<file path="src/rtl/fpmul_regs_pkg.sv">
// Register map constants and driver state encoding shared by the
// FP-multiplier register block, its bus driver and software headers.
package fpmul_regs_pkg;

  localparam logic [1:0] ADDR_OPA      = 2'b00;
  localparam logic [1:0] ADDR_OPB      = 2'b01;
  localparam logic [1:0] ADDR_CTRL_RES = 2'b10;
  localparam logic [1:0] ADDR_STAT     = 2'b11;

  localparam int START_BIT = 16;
  localparam int DONE_BIT  = 0;
  localparam int FLAG_LSB  = 8;
  localparam int FLAG_W    = 6;

  localparam logic [31:0] START_WORD = 32'h1 << START_BIT;

  typedef enum logic [2:0] {
    ST_IDLE,
    ST_WR_A,
    ST_WR_B,
    ST_WR_GO,
    ST_SETTLE,
    ST_POLL,
    ST_RD_RES,
    ST_RESP
  } drv_state_e;

endpackage

</file>
<file path="src/rtl/fpmul_bus_driver.sv">
// Bus initiator for the FP-multiplier register block: takes an operand pair,
// writes OpA/OpB/start, polls status for done, reads the product and returns
// it with the exception flags on a valid/ready response port.
// Optional poll timeout: define FPMUL_DRV_TIMEOUT_EN.
module fpmul_bus_driver
  import fpmul_regs_pkg::*;
#(
  parameter int TIMEOUT_CYCLES = 255
) (
  input  logic              clk,
  input  logic              rst,
  input  logic              cmd_valid,
  output logic              cmd_ready,
  input  logic [31:0]       cmd_a,
  input  logic [31:0]       cmd_b,
  output logic              rsp_valid,
  input  logic              rsp_ready,
  output logic [31:0]       rsp_p,
  output logic [FLAG_W-1:0] rsp_flags,
  output logic              rsp_timeout,
  output logic [1:0]        A,
  output logic              WE,
  output logic [31:0]       WData,
  input  logic [31:0]       RData,
  output logic              busy
);

  if (TIMEOUT_CYCLES < 1) begin : g_bad_timeout
    $error("TIMEOUT_CYCLES must be at least 1");
  end

  drv_state_e        state_q, state_d;
  logic [31:0]       a_q, b_q, p_q;
  logic [FLAG_W-1:0] flags_q;
  logic              done_seen;
  logic              timeout_fire;

  assign done_seen = RData[DONE_BIT];

`ifdef FPMUL_DRV_TIMEOUT_EN
  localparam int CNT_W = ($clog2(TIMEOUT_CYCLES + 1) < 8) ? 8 : $clog2(TIMEOUT_CYCLES + 1);

  logic [CNT_W-1:0] poll_cnt_q;
  logic             timeout_q;

  // Abort on the last permitted POLL cycle that still shows no done.
  assign timeout_fire = (state_q == ST_POLL) && !done_seen &&
                        (poll_cnt_q == CNT_W'(TIMEOUT_CYCLES - 1));

  // Poll-cycle counter and the sticky abort indication for the response.
  always_ff @(posedge clk) begin
    if (rst) begin
      poll_cnt_q <= '0;
      timeout_q  <= 1'b0;
    end else begin
      if (state_q == ST_SETTLE) begin
        poll_cnt_q <= '0;
      end else if (state_q == ST_POLL && !done_seen) begin
        poll_cnt_q <= poll_cnt_q + 1'b1;
      end
      if (state_q == ST_IDLE && cmd_valid) begin
        timeout_q <= 1'b0;
      end else if (timeout_fire) begin
        timeout_q <= 1'b1;
      end
    end
  end

  assign rsp_timeout = timeout_q;
`else
  assign timeout_fire = 1'b0;
  assign rsp_timeout  = 1'b0;
`endif

  // State register plus operand, product and flag capture.
  always_ff @(posedge clk) begin
    if (rst) begin
      // NOTE: every register in a clocked process uses <= so all of them
      // update from the same pre-edge values, whatever the statement order.
      state_q <= ST_IDLE;
      a_q     <= '0;
      b_q     <= '0;
      p_q     <= '0;
      flags_q <= '0;
    end else begin
      state_q <= state_d;
      case (state_q)
        ST_IDLE: begin
          if (cmd_valid) begin
            a_q <= cmd_a;
            b_q <= cmd_b;
          end
        end
        ST_POLL: begin
          if (done_seen) begin
            flags_q <= RData[FLAG_LSB +: FLAG_W];
          end else if (timeout_fire) begin
            p_q     <= '0;
            flags_q <= '0;
          end
        end
        ST_RD_RES: p_q <= RData;
        default: ;
      endcase
    end
  end

  // Next-state logic and Moore bus/handshake outputs.
  always_comb begin
    // NOTE: every output gets a default before the case so no path leaves
    // one unassigned, which would otherwise infer a latch.
    state_d = state_q;
    A       = ADDR_OPA;
    WE      = 1'b0;
    WData   = '0;
    case (state_q)
      ST_IDLE: begin
        if (cmd_valid) state_d = ST_WR_A;
      end
      ST_WR_A: begin
        A       = ADDR_OPA;
        WE      = 1'b1;
        WData   = a_q;
        state_d = ST_WR_B;
      end
      ST_WR_B: begin
        A       = ADDR_OPB;
        WE      = 1'b1;
        WData   = b_q;
        state_d = ST_WR_GO;
      end
      ST_WR_GO: begin
        A       = ADDR_CTRL_RES;
        WE      = 1'b1;
        WData   = START_WORD;
        state_d = ST_SETTLE;
      end
      // One idle status read so a Done left over from the previous
      // operation has been cleared by the start write before polling.
      ST_SETTLE: begin
        A       = ADDR_STAT;
        state_d = ST_POLL;
      end
      ST_POLL: begin
        A = ADDR_STAT;
        if (done_seen)         state_d = ST_RD_RES;
        else if (timeout_fire) state_d = ST_RESP;
      end
      ST_RD_RES: begin
        A       = ADDR_CTRL_RES;
        state_d = ST_RESP;
      end
      ST_RESP: begin
        if (rsp_ready) state_d = ST_IDLE;
      end
      default: state_d = ST_IDLE;
    endcase
  end

  assign cmd_ready = (state_q == ST_IDLE);
  assign busy      = (state_q != ST_IDLE);
  assign rsp_valid = (state_q == ST_RESP);
  assign rsp_p     = p_q;
  assign rsp_flags = flags_q;

endmodule

</file>
<file path="config.mk">
export PLATFORM = sky130hd
export DESIGN_NAME = fpmul_bus_driver
export DESIGN_NICKNAME = d
export VERILOG_FILES = /design/src/rtl/fpmul_regs_pkg.sv /design/src/rtl/fpmul_bus_driver.sv
export SDC_FILE = /design/constraint.sdc
export NUM_CORES = 1
export LEC_CHECK = 0
export CAP_MARGIN = 5
export CORE_MARGIN = 3
export CORE_UTILIZATION = 40
export DETAILED_ROUTE_END_ITERATION = 10
export GPL_TIMING_DRIVEN = 0
export PLACE_DENSITY = 0.78
export SLEW_MARGIN = 30
export SYNTH_ARGS = -nofsm -noshare
export SYNTH_HDL_FRONTEND = slang
export SYNTH_SLANG_ARGS = --single-unit
</file>
<file path="constraint.sdc">
create_clock -name clk -period 2.9 [get_ports clk]
set_clock_uncertainty 0.1 [all_clocks]
set_input_delay 0.435 -clock clk [delete_from_list [all_inputs] [get_ports clk]]
set_output_delay 0.435 -clock clk [all_outputs]
set_load 0.01 [all_outputs]
</file>
==> results of run 1 <==
==> per-stage QoR <==
step	hold slack [ns]	std cells	worst slack, ns
after floorplan	0.333	514	1.17
after global placement	0.341	821	0.281
after detailed placement	0.348	821	0.265
after CTS	0.360	837	0.0549
after global routing	0.374	837	0.0369
final	0.356	837	0.134
==> registers in the layout, indices dropped and copies added (netlist names) <==
register	flops
a_q	32
b_q	32
rsp_flags	6
rsp_p	32
state_q	3
==> power groups by stage <==
stage / Sequential [W] / Clock, W / Combinational (W)
floorplan: 0.00160 / 0 / 0.000354
global placement: 0.00161 / 0 / 0.000680
detailed placement: 0.00161 / 0 / 0.000691
CTS: 0.00158 / 0.000962 / 0.000697
global route: 0.00159 / 0.00101 / 0.000762
finish: 0.00158 / 0.000936 / 0.000699
==> routing by layer <==
layer	GRT usage [%]	wire length [µm]	up-vias
li1	-	-	2066
met1	25.2	5150	1866
met2	35.5	5700	162
met3	7.74	1250	19
met4	8.49	262	0
met5	0	0	-
==> area by class of cell <==
| cell class | instances | area share (%) |
|---|---|---|
| well taps | 133 | 2.67 |
| clock buffers | 13 | 2.55 |
| plain buffers | 44 | 4.05 |
| repair buffers | 174 | 27.9 |
| multi-input cells | 362 | 28.3 |
| flip-flops and latches | 105 | 33.7 |
| inverters | 3 | 0.180 |
| clock inverters | 3 | 0.741 |
==> cell usage in the layout, fill, tap and decap left out, types with 7 or more instances in the layout <==
cell             netlist  layout
nand2_1              196     196
clkdlybuf4s50_1        0     174
dfxtp_1              105     105
a21oi_1              100     100
a22o_1                31      31
clkbuf_1              20      22
buf_2                 15      13
clkbuf_8               0      11
nor2_1                10      10
buf_6                  8       8
mux2i_1                7       7
==> repair_timing <==
item,in CTS,in global routing
setup endpoints to repair,31,19
hold buffers,0,0
resized for setup,2,4
==> worst min-delay path by stage <==
stage | from | to | cells past startpoint
floorplan | b_q[16]$_SDFFE_PP0P_ | b_q[16]$_SDFFE_PP0P_ | 2
global placement | rsp_p[26]$_SDFFE_PP0P_ | rsp_p[26]$_SDFFE_PP0P_ | 2
detailed placement | b_q[5]$_SDFFE_PP0P_ | b_q[5]$_SDFFE_PP0P_ | 2
CTS | rsp_p[15]$_SDFFE_PP0P_ | rsp_p[15]$_SDFFE_PP0P_ | 2
global route | b_q[28]$_SDFFE_PP0P_ | b_q[28]$_SDFFE_PP0P_ | 2
finish | rsp_p[18]$_SDFFE_PP0P_ | rsp_p[18]$_SDFFE_PP0P_ | 2
==> cells by family (layout without fill, tap and decap cells) <==
group / count (synthesis) / count (layout) / share of synthesized area (%)
AO/OA/AOI/OAI: 135 / 135 / 19.4
XOR/XNOR: 1 / 1 / 0.214
buffers and inverters: 47 / 237 / 6.31
flip-flops: 105 / 105 / 51.2
multiplexers: 7 / 7 / 1.71
other: 1 / 1 / 0.0914
AND/OR/NAND/NOR: 218 / 218 / 21.0
==> worst reg2reg max path: cells and delay by family, from the launching register on <==
family,cells,cell delay (ns)
multiplexers,1,0.28
buffers and inverters,1,0.26
flip-flops,1,0.50
AND/OR/NAND/NOR,2,0.46
==> summary.md, run 1 <==
| Metric | Value |
|---|---|
| Largest net degree at the start of global routing | 17 |
| Final setup fails | 0 |
| DR vias | 4113 |
| Die area | 11500 µm² |
| Buf/Inv on CP | 3 |
| Final hold viol count | 0 |
| WP depth | 5 |
| Crit path required time | 2.37 ns |
| Vias per cell | 4.91 |
| Number of synthesized flops with an enable pin | 0 |
| Critical path cell sequence | inv_1, nor3_4, buf_2, a22o_1, clkdlybuf4s50_1 |
| Clock latency on the worst-skew pair | 0.36 ns |
| CP peak stage delay | 0.54 ns |
| Peak supply drop | 0.234 mV |
| RSZ-0062 raised after global routing | false |
| Final Net Count | 799 |
| Pre-antenna DRT Iters | 4 |
| Net switching power | 0.000879 W |
| Outcome | complete, no violations |
| Clock Sinks | 105 |
| Sequential cell area fraction in the yosys report | 51.2% |
| Warnings from Yosys | 0 |
| Synth async-reset ratio | 0% |
| Internal reg-to-reg setup slack | 1.17 ns |
| Core ar. | 9860 µm² |
| First-pass GRT wire length | 19600 µm |
| Setup CP Type | flip-flop to primary output |
| Fmax | 362 MHz |
| DRC Markers | 0 |
| Post-Syn Area per Cell | 7.98 µm² |
| # IOs | 177 |
| Ant. Diodes | 0 |
| Largest area contributor in the netlist | dfxtp_1 |
| Critical Path Fanout Max | 10 |
| Initial antenna violation count | 0 |
| Slew Limit Fails | 0 |
| Die height | 107 µm |
| Minimum clock period | 2.77 ns |
| Fillers | 840 |
| Vias in the first global route | 4049 |
| Final GP Congestion | 0.829 |
| Mapped Area | 4100 µm² |
| Fin area | 6240 µm² |
| Slowest-stage cell, CP | clkdlybuf4s50_1 |
| Initial Util | 41.6% |
| Multi-input gate area | 1760 µm² |
| Max_cap viols | 0 |
| Commonest cells post-synth | 196 x nand2_1, 105 x dfxtp_1, 100 x a21oi_1 |
| Placed Area | 6010 µm² |
| Worst r2r dst | rsp_flags[0]$_SDFFE_PP0P_ |
| CP top delay family | buffers and inverters |
| Setup TNS | 0 ns |
| Flop pwr share | 49.2% |
| Synth Register Bits | 105 |
| Setup Fix Bufs, Post-CTS | 0 |
| CP arrival | 2.23 ns |
| Antenna viol nets, final | 0 |
| Top cells by area, synth | dfxtp_1 51%, nand2_1 18%, a21oi_1 12% |
| Gr usage total | 21.4% |
| CTS tree | built |
| Share of layout cells above drive strength 1 | 5.68% |
| CP startpoint | state_q[1]$_SDFFE_PP0P_ |
| CP Capture Type | primary output |
| Clk network pwr share | 29.1% |
| TritonCTS Buffers | 9 |
| IO Port Bufs | 174 |
| Final WL | 12400 µm |
| Initial DRC Count | 111 |
| Min-Delay Path Class | flip-flop to flip-flop |
| P_int | 0.00234 W |
| Worst Reg-to-Reg Cells | 4 |
| Clock tree buffer depth | 2 |
| WL per Instance | 14.8 µm |
| Clock Tree Root | clkbuf_8 |
| Sw Ratio | 27.3% |
| Post-synthesis cell count | 514 |
| Worst setup SP type | flip-flop |
| PwrDens | 515 nW/µm² |
| Final core utilization | 63.3% |
| Syn_nets | 614 |
| Critical path destination | WData[1] |
| Yosys top cell area share | 51.2% |
| Detailed Place HPWL | 9470 µm |
| H-tree Lvls | 3 |
| Clock slew at reported path FFs | 0.09 ns |
| GRT overflow | 0 |
| Tightest Pin Transition | 0.533 ns |
| Comb pwr share | 21.7% |
| Site Rows | 36 |
| Leak pwr | 2.29 nW |
| Final Cycle Share | 95.4% |
| Power Total | 0.00322 W |
| Top_reg_cell synth | dfxtp_1 |
| Slew headroom | 64.5% |
| Layout area overhead | 52.2% |
| Post-synth cell types | 26 |
| Count leader, synth | nand2_1 |
| Register area | 2100 µm² |
| Worst flop-to-flop path startpoint | state_q[0]$_SDFFE_PP0P_ |
| Die width | 107 µm |
(Power assumes the default switching activity.)
==> run 2, diff against run 1 <==
--- a/config.mk
+++ b/config.mk
@@ -6,11 +6,13 @@
 export NUM_CORES = 1
 export LEC_CHECK = 0
 export CAP_MARGIN = 5
+export CELL_PAD_IN_SITES_DETAIL_PLACEMENT = 1
+export CELL_PAD_IN_SITES_GLOBAL_PLACEMENT = 1
 export CORE_MARGIN = 3
-export CORE_UTILIZATION = 40
+export CORE_UTILIZATION = 32
 export DETAILED_ROUTE_END_ITERATION = 10
 export GPL_TIMING_DRIVEN = 0
-export PLACE_DENSITY = 0.78
+export PLACE_DENSITY = 0.87
 export SLEW_MARGIN = 30
 export SYNTH_ARGS = -nofsm -noshare
 export SYNTH_HDL_FRONTEND = slang
==> summary.md, run 2 (same netlist as run 1, synthesis figures left out) <==
| Metric | Value |
|---|---|
| Placed Area | 6050 µm² (+0.73%) |
| Vias in the first global route | 4722 (+17%) |
| Final setup fails | 0 (unchanged) |
| DR vias | 4230 (+2.8%) |
| Share of layout cells above drive strength 1 | 5.55% (-0.13 points) |
| DRC Markers | 0 (unchanged) |
| Antenna viol nets, final | 0 (unchanged) |
| Clock slew at reported path FFs | 0.07 ns (-0.02 ns) |
| CP peak stage delay | 0.55 ns (about the same) |
| Hold Buf Count CTS | 0 (unchanged) |
| CP Capture Type | primary output |
| Clock Sinks | 105 (unchanged) |
| Leak pwr | 2.34 nW (+2.3%) |
| Setup TNS | 0 ns (unchanged) |
| CP arrival | 2.23 ns (about the same) |
| CTS tree | built |
| Site Rows | 40 (+11%) |
| Clock latency on the worst-skew pair | 0.35 ns (about the same) |
| H-tree Lvls | 3 (unchanged) |
| Final WL | 15000 µm (+21%) |
| Layout area overhead | 56.0% |
| Final Cycle Share | 95.3% (-0.11 points) |
| Most common cell after layout, fill and taps aside | nand2_1 |
| Minimum clock period | 2.76 ns (-0.00315 ns) |
| Die width | 119 µm (+11%) |
| Final hold viol count | 0 (unchanged) |
| Clk network pwr share | 36.1% (+7.0 points) |
| Sw Ratio | 26.2% (-1.2 points) |
| Gr usage total | 21.4% (+0.036 points) |
| Critical path cell sequence | buf_2, nor3b_4, clkbuf_4, a22o_1, clkdlybuf4s50_1 |
| Ant. Diodes | 0 (unchanged) |
| Initial antenna violation count | 0 (unchanged) |
| Slew headroom | 61.2% (-3.3 points) |
| WL per Instance | 17.2 µm (+16%) |
| Flop pwr share | 43.9% (-5.3 points) |
| Peak supply drop | 0.440 mV (+88%) |
| Die height | 119 µm (+11%) |
| Hold WS | 0.356 ns (+0.000191 ns) |
| # IOs | 177 (unchanged) |
| Die area | 14200 µm² (+24%) |
| Final GP Congestion | 0.795 (-4.1%) |
| First-pass GRT wire length | 24100 µm (+23%) |
| Critical Path Fanout Max | 10 (unchanged) |
| Final core utilization | 52.2% (-11 points) |
| Core ar. | 12300 µm² (+24%) |
| Buf/Inv on CP | 3 (unchanged) |
| Min-Delay Path Class | flip-flop to flip-flop |
| RSZ-0062 raised after global routing | false |
| Slowest-stage cell, CP | clkdlybuf4s50_1 |
| Pre-antenna DRT Iters | 4 (unchanged) |
| Fmax | 362 MHz (+0.11%) |
| Initial DRC Count | 148 (+33%) |
| Power Total | 0.00361 W (+12%) |
| Fillers | 1480 (+76%) |
| Worst setup SP type | flip-flop |
| Vias per cell | 4.86 (-1.2%) |
| Tightest Pin Transition | 0.582 ns (+0.0490 ns) |
| Largest net degree at the start of global routing | 16 (-1) |
| TritonCTS Buffers | 9 (unchanged) |
| Setup CP Type | flip-flop to primary output |
| Slew Limit Fails | 0 (unchanged) |
| Initial Util | 33.5% (-8.1 points) |
| Net switching power | 0.000944 W (+7.3%) |
| Comb pwr share | 20.0% (-1.7 points) |
| Fin area | 6400 µm² (+2.5%) |
| GRT overflow | 0 (unchanged) |
| Clock Tree Root | clkbuf_16 |
| Clock tree buffer depth | 2 (unchanged) |
| IO Port Bufs | 174 (unchanged) |
| Crit path required time | 2.37 ns (about the same) |
| Final Net Count | 799 (unchanged) |
| CP top delay family | buffers and inverters |
| Outcome | complete, no violations |
| Max_cap viols | 0 (unchanged) |
| PwrDens | 564 nW/µm² (+9.5%) |
| Detailed Place HPWL | 11400 µm (+20%) |
| Commonest cells after routing, fill and taps aside | 196 x nand2_1, 174 x clkdlybuf4s50_1, 105 x dfxtp_1 |
| P_int | 0.00266 W (+14%) |
-- run 2: stage by stage --
stage,worst slack (ns),cells
after floorplan,1.17,514
after global placement,0.225,856
after detailed placement,0.128,856
after CTS,0.0181,871
after global routing,0.0159,871
final,0.137,871
-- run 2: routing by layer --
metal	wire (µm)	GRT usage (%)	vias to the layer above
met5	0	0	-
met4	217	6.88	0
met3	1480	9.64	19
met2	7660	39.0	139
met1	5600	21.8	2005
li1	-	-	2067
-- run 2: timing repair --
item | in CTS | in global routing
buffers inserted | 0 | 0
endpoints found under the setup margin | 31 | 24
resized for setup | 3 | 6
-- run 2: worst paths after layout --
check                               start                    to  slack [ns]  depth (start not counted)
setup / recovery  state_q[1]$_SDFFE_PP0P_              WData[9]        0.14                          5
hold / removal        a_q[6]$_SDFFE_PP0P_   a_q[6]$_SDFFE_PP0P_        0.36                          2
setup reg to reg  state_q[2]$_SDFFE_PP0P_  a_q[23]$_SDFFE_PP0P_        1.12                          6
hold reg to reg       a_q[6]$_SDFFE_PP0P_   a_q[6]$_SDFFE_PP0P_        0.36                          2
-- run 2: worst min-delay path, stage by stage, from the launching register on --
cell     delay [ns]
dfxtp_1        0.31
nand2_1        0.05
a21oi_1        0.05
-- run 2: layout make-up --
class                      count  area [µm²]  area share, %
buffer                        44         258           4.03
sequential                   105        2100           32.9
clock inverter                 3        65.1           1.02
inverter                       3        11.3          0.176
clock buffer                  12         246           3.85
multi-input combinational    362        1760           27.6
timing repair buffer         174        1740           27.2
tap                          168         210           3.29
-- run 2: power by group through the flow --
stage,clock [W],combinational [W],sequential (W)
2_1_floorplan,0,0.000354,0.00160
3_3_place_gp,0,0.000690,0.00161
3_5_place_dp,0,0.000714,0.00162
4_1_cts,0.00133,0.000725,0.00159
5_1_grt,0.00138,0.000792,0.00160
6_report,0.00130,0.000721,0.00159
==> run 3, diff against run 2 <==
--- a/config.mk
+++ b/config.mk
@@ -13,6 +13,7 @@
 export DETAILED_ROUTE_END_ITERATION = 10
 export GPL_TIMING_DRIVEN = 0
 export PLACE_DENSITY = 0.87
+export SETUP_SLACK_MARGIN = 0.1
 export SLEW_MARGIN = 30
 export SYNTH_ARGS = -nofsm -noshare
 export SYNTH_HDL_FRONTEND = slang
==> summary.md, run 3 (same netlist as run 1, synthesis figures left out) <==
| Metric | Value |
|---|---|
| Outcome | complete, no violations |
| Clock tree buffer depth | 2 (unchanged) |
| Peak supply drop | 0.442 mV (+0.52%) |
| Leak pwr | 2.35 nW (+0.62%) |
| Fmax | 367 MHz (+1.3%) |
| Die width | 119 µm (unchanged) |
| Min-Delay Path Class | flip-flop to flip-flop |
| Clock Sinks | 105 (unchanged) |
| Vias per cell | 4.85 (-0.18%) |
| Core ar. | 12300 µm² (unchanged) |
| Tightest Pin Transition | 0.601 ns (+0.0193 ns) |
| Critical path destination | WData[9] |
| Detailed Place HPWL | 11400 µm (unchanged) |
| WL per Instance | 17.2 µm (+0.40%) |
| Largest net degree at the start of global routing | 16 (unchanged) |
| Initial Util | 33.5% (unchanged) |
| Setup CP Type | flip-flop to primary output |
| CP Capture Type | primary output |
| Worst flop-to-flop path startpoint | state_q[2]$_SDFFE_PP0P_ |
| # IOs | 177 (unchanged) |
| GRT overflow | 0 (unchanged) |
| CP arrival | 2.19 ns (-0.04 ns) |
| Final GP Congestion | 0.795 (unchanged) |
| Site Rows | 40 (unchanged) |
| Initial DRC Count | 158 (+6.8%) |
| Gr usage total | 21.5% (+0.062 points) |
| Minimum clock period | 2.73 ns (-0.0347 ns) |
| Clock Tree Root | clkbuf_16 |
| Pre-antenna DRT Iters | 4 (unchanged) |
| IO Port Bufs | 174 (unchanged) |
| H-tree Lvls | 3 (unchanged) |
| Final WL | 15100 µm (+0.63%) |
| RSZ-0062 raised after global routing | true |
| Crit path required time | 2.37 ns (about the same) |
| Multi-input gate area | 1760 µm² (unchanged) |
| First-pass GRT wire length | 24200 µm (+0.31%) |
| CP startpoint | state_q[1]$_SDFFE_PP0P_ |
| Worst r2r dst | a_q[30]$_SDFFE_PP0P_ |
| DR vias | 4232 (+0.047%) |
| Initial antenna violation count | 0 (unchanged) |
| CTS tree | built |
| Worst setup SP type | flip-flop |
| Clock latency on the worst-skew pair | 0.35 ns (about the same) |
| Final core utilization | 52.4% (+0.26 points) |
| Final hold viol count | 0 (unchanged) |
| Ant. Diodes | 0 (unchanged) |
| TritonCTS Buffers | 9 (unchanged) |
| Die area | 14200 µm² (unchanged) |
| Slew Limit Fails | 0 (unchanged) |
| Share of layout cells above drive strength 1 | 5.82% (+0.27 points) |
| Vias in the first global route | 4714 (-0.17%) |
| Max_cap viols | 0 (unchanged) |
| Final setup fails | 0 (unchanged) |
| Clock slew at reported path FFs | 0.07 ns (about the same) |
| Antenna viol nets, final | 0 (unchanged) |
| Critical Path Fanout Max | 10 (unchanged) |
| Setup TNS | 0 ns (unchanged) |
| Hold WS | 0.357 ns (+0.000591 ns) |
| PwrDens | 564 nW/µm² (about the same) |
| Layout area overhead | 56.7% |
| DRC Markers | 0 (unchanged) |
| Register area | 2100 µm² (unchanged) |
| Hold Buf Count CTS | 0 (unchanged) |
| Slew headroom | 59.9% (-1.3 points) |
| Internal reg-to-reg setup slack | 1.13 ns (about the same) |
| Die height | 119 µm (unchanged) |
| Commonest cells after routing, fill and taps aside | 196 x nand2_1, 174 x clkdlybuf4s50_1, 105 x dfxtp_1 |
| Final Cycle Share | 94.1% (-1.2 points) |
| Worst Reg-to-Reg Cells | 6 (unchanged) |
| Final Net Count | 801 (+0.25%) |
| Fillers | 1478 (-0.14%) |
| Most common cell after layout, fill and taps aside | nand2_1 |
[run 3: cell count changes in the layout (fill, tap and decap cells not counted)]
| cell | before | now |
|---|---|---|
| clkbuf_4 | 3 | 1 |
| buf_2 | 11 | 9 |
| buf_4 | 2 | 5 |
| buf_6 | 8 | 11 |
[run 3: layout make-up]
cell class              instances  share of cell area, %
well taps                     168                   3.27
multi-input cells             362                   27.4
inverters                       3                  0.175
clock buffers                  12                   3.83
plain buffers                  44                   4.26
clock inverters                 3                   1.01
repair buffers                176                   27.3
flip-flops and latches        105                   32.7
[run 3: worst max-delay path, stage by stage, from the launching register on]
cell	delay (ns)
dfxtp_1	0.35
buf_2	0.20
nor3b_4	0.37
buf_6	0.21
a22o_1	0.16
clkdlybuf4s50_1	0.55
[run 3: routing by layer]
| metal | part of all wire, % | vias up | global-route usage [%] |
|---|---|---|---|
| li1 | - | 2070 | - |
| met2 | 52 | 138 | 39.4 |
| met3 | 9.9 | 15 | 9.59 |
| met5 | 0 | - | 0 |
| met4 | 1.2 | 0 | 6.73 |
| met1 | 37 | 2009 | 21.8 |
[run 3: power by group]
| group | internal, W | switching (W) |
|---|---|---|
| registers | 0.00153 | 0.0000540 |
| logic | 0.000370 | 0.000368 |
| clock network | 0.000775 | 0.000526 |
| total | 0.00268 | 0.000948 |
[run 3: worst min-delay path by stage]
| stage | slack, ns | end | from | cells after the start |
|---|---|---|---|---|
| floorplan | 0.33 | b_q[16]$_SDFFE_PP0P_ | b_q[16]$_SDFFE_PP0P_ | 2 |
| global placement | 0.34 | a_q[14]$_SDFFE_PP0P_ | a_q[14]$_SDFFE_PP0P_ | 2 |
| detailed placement | 0.35 | a_q[15]$_SDFFE_PP0P_ | a_q[15]$_SDFFE_PP0P_ | 2 |
| CTS | 0.36 | a_q[15]$_SDFFE_PP0P_ | a_q[15]$_SDFFE_PP0P_ | 2 |
| global route | 0.38 | a_q[1]$_SDFFE_PP0P_ | a_q[1]$_SDFFE_PP0P_ | 2 |
| finish | 0.36 | a_q[6]$_SDFFE_PP0P_ | a_q[6]$_SDFFE_PP0P_ | 2 |
[run 3: timing repair]
action | CTS | global route
cloned | 0 | 0
gates resized for setup | 7 | 8
pin swaps | 0 | 2
endpoints found under the setup margin | 32 | 30
buffers inserted | 0 | 2
[run 3: through the flow]
stage	worst slack [ns]	power, W	instance area [µm²]	cells
after floorplan	1.17	0.00196	4100	514
after global placement	0.225	0.00230	6050	856
after detailed placement	0.128	0.00233	6050	856
after CTS	0.115	0.00365	6400	871
after global routing	0.0646	0.00378	6430	873
final	0.172	0.00362	6430	873
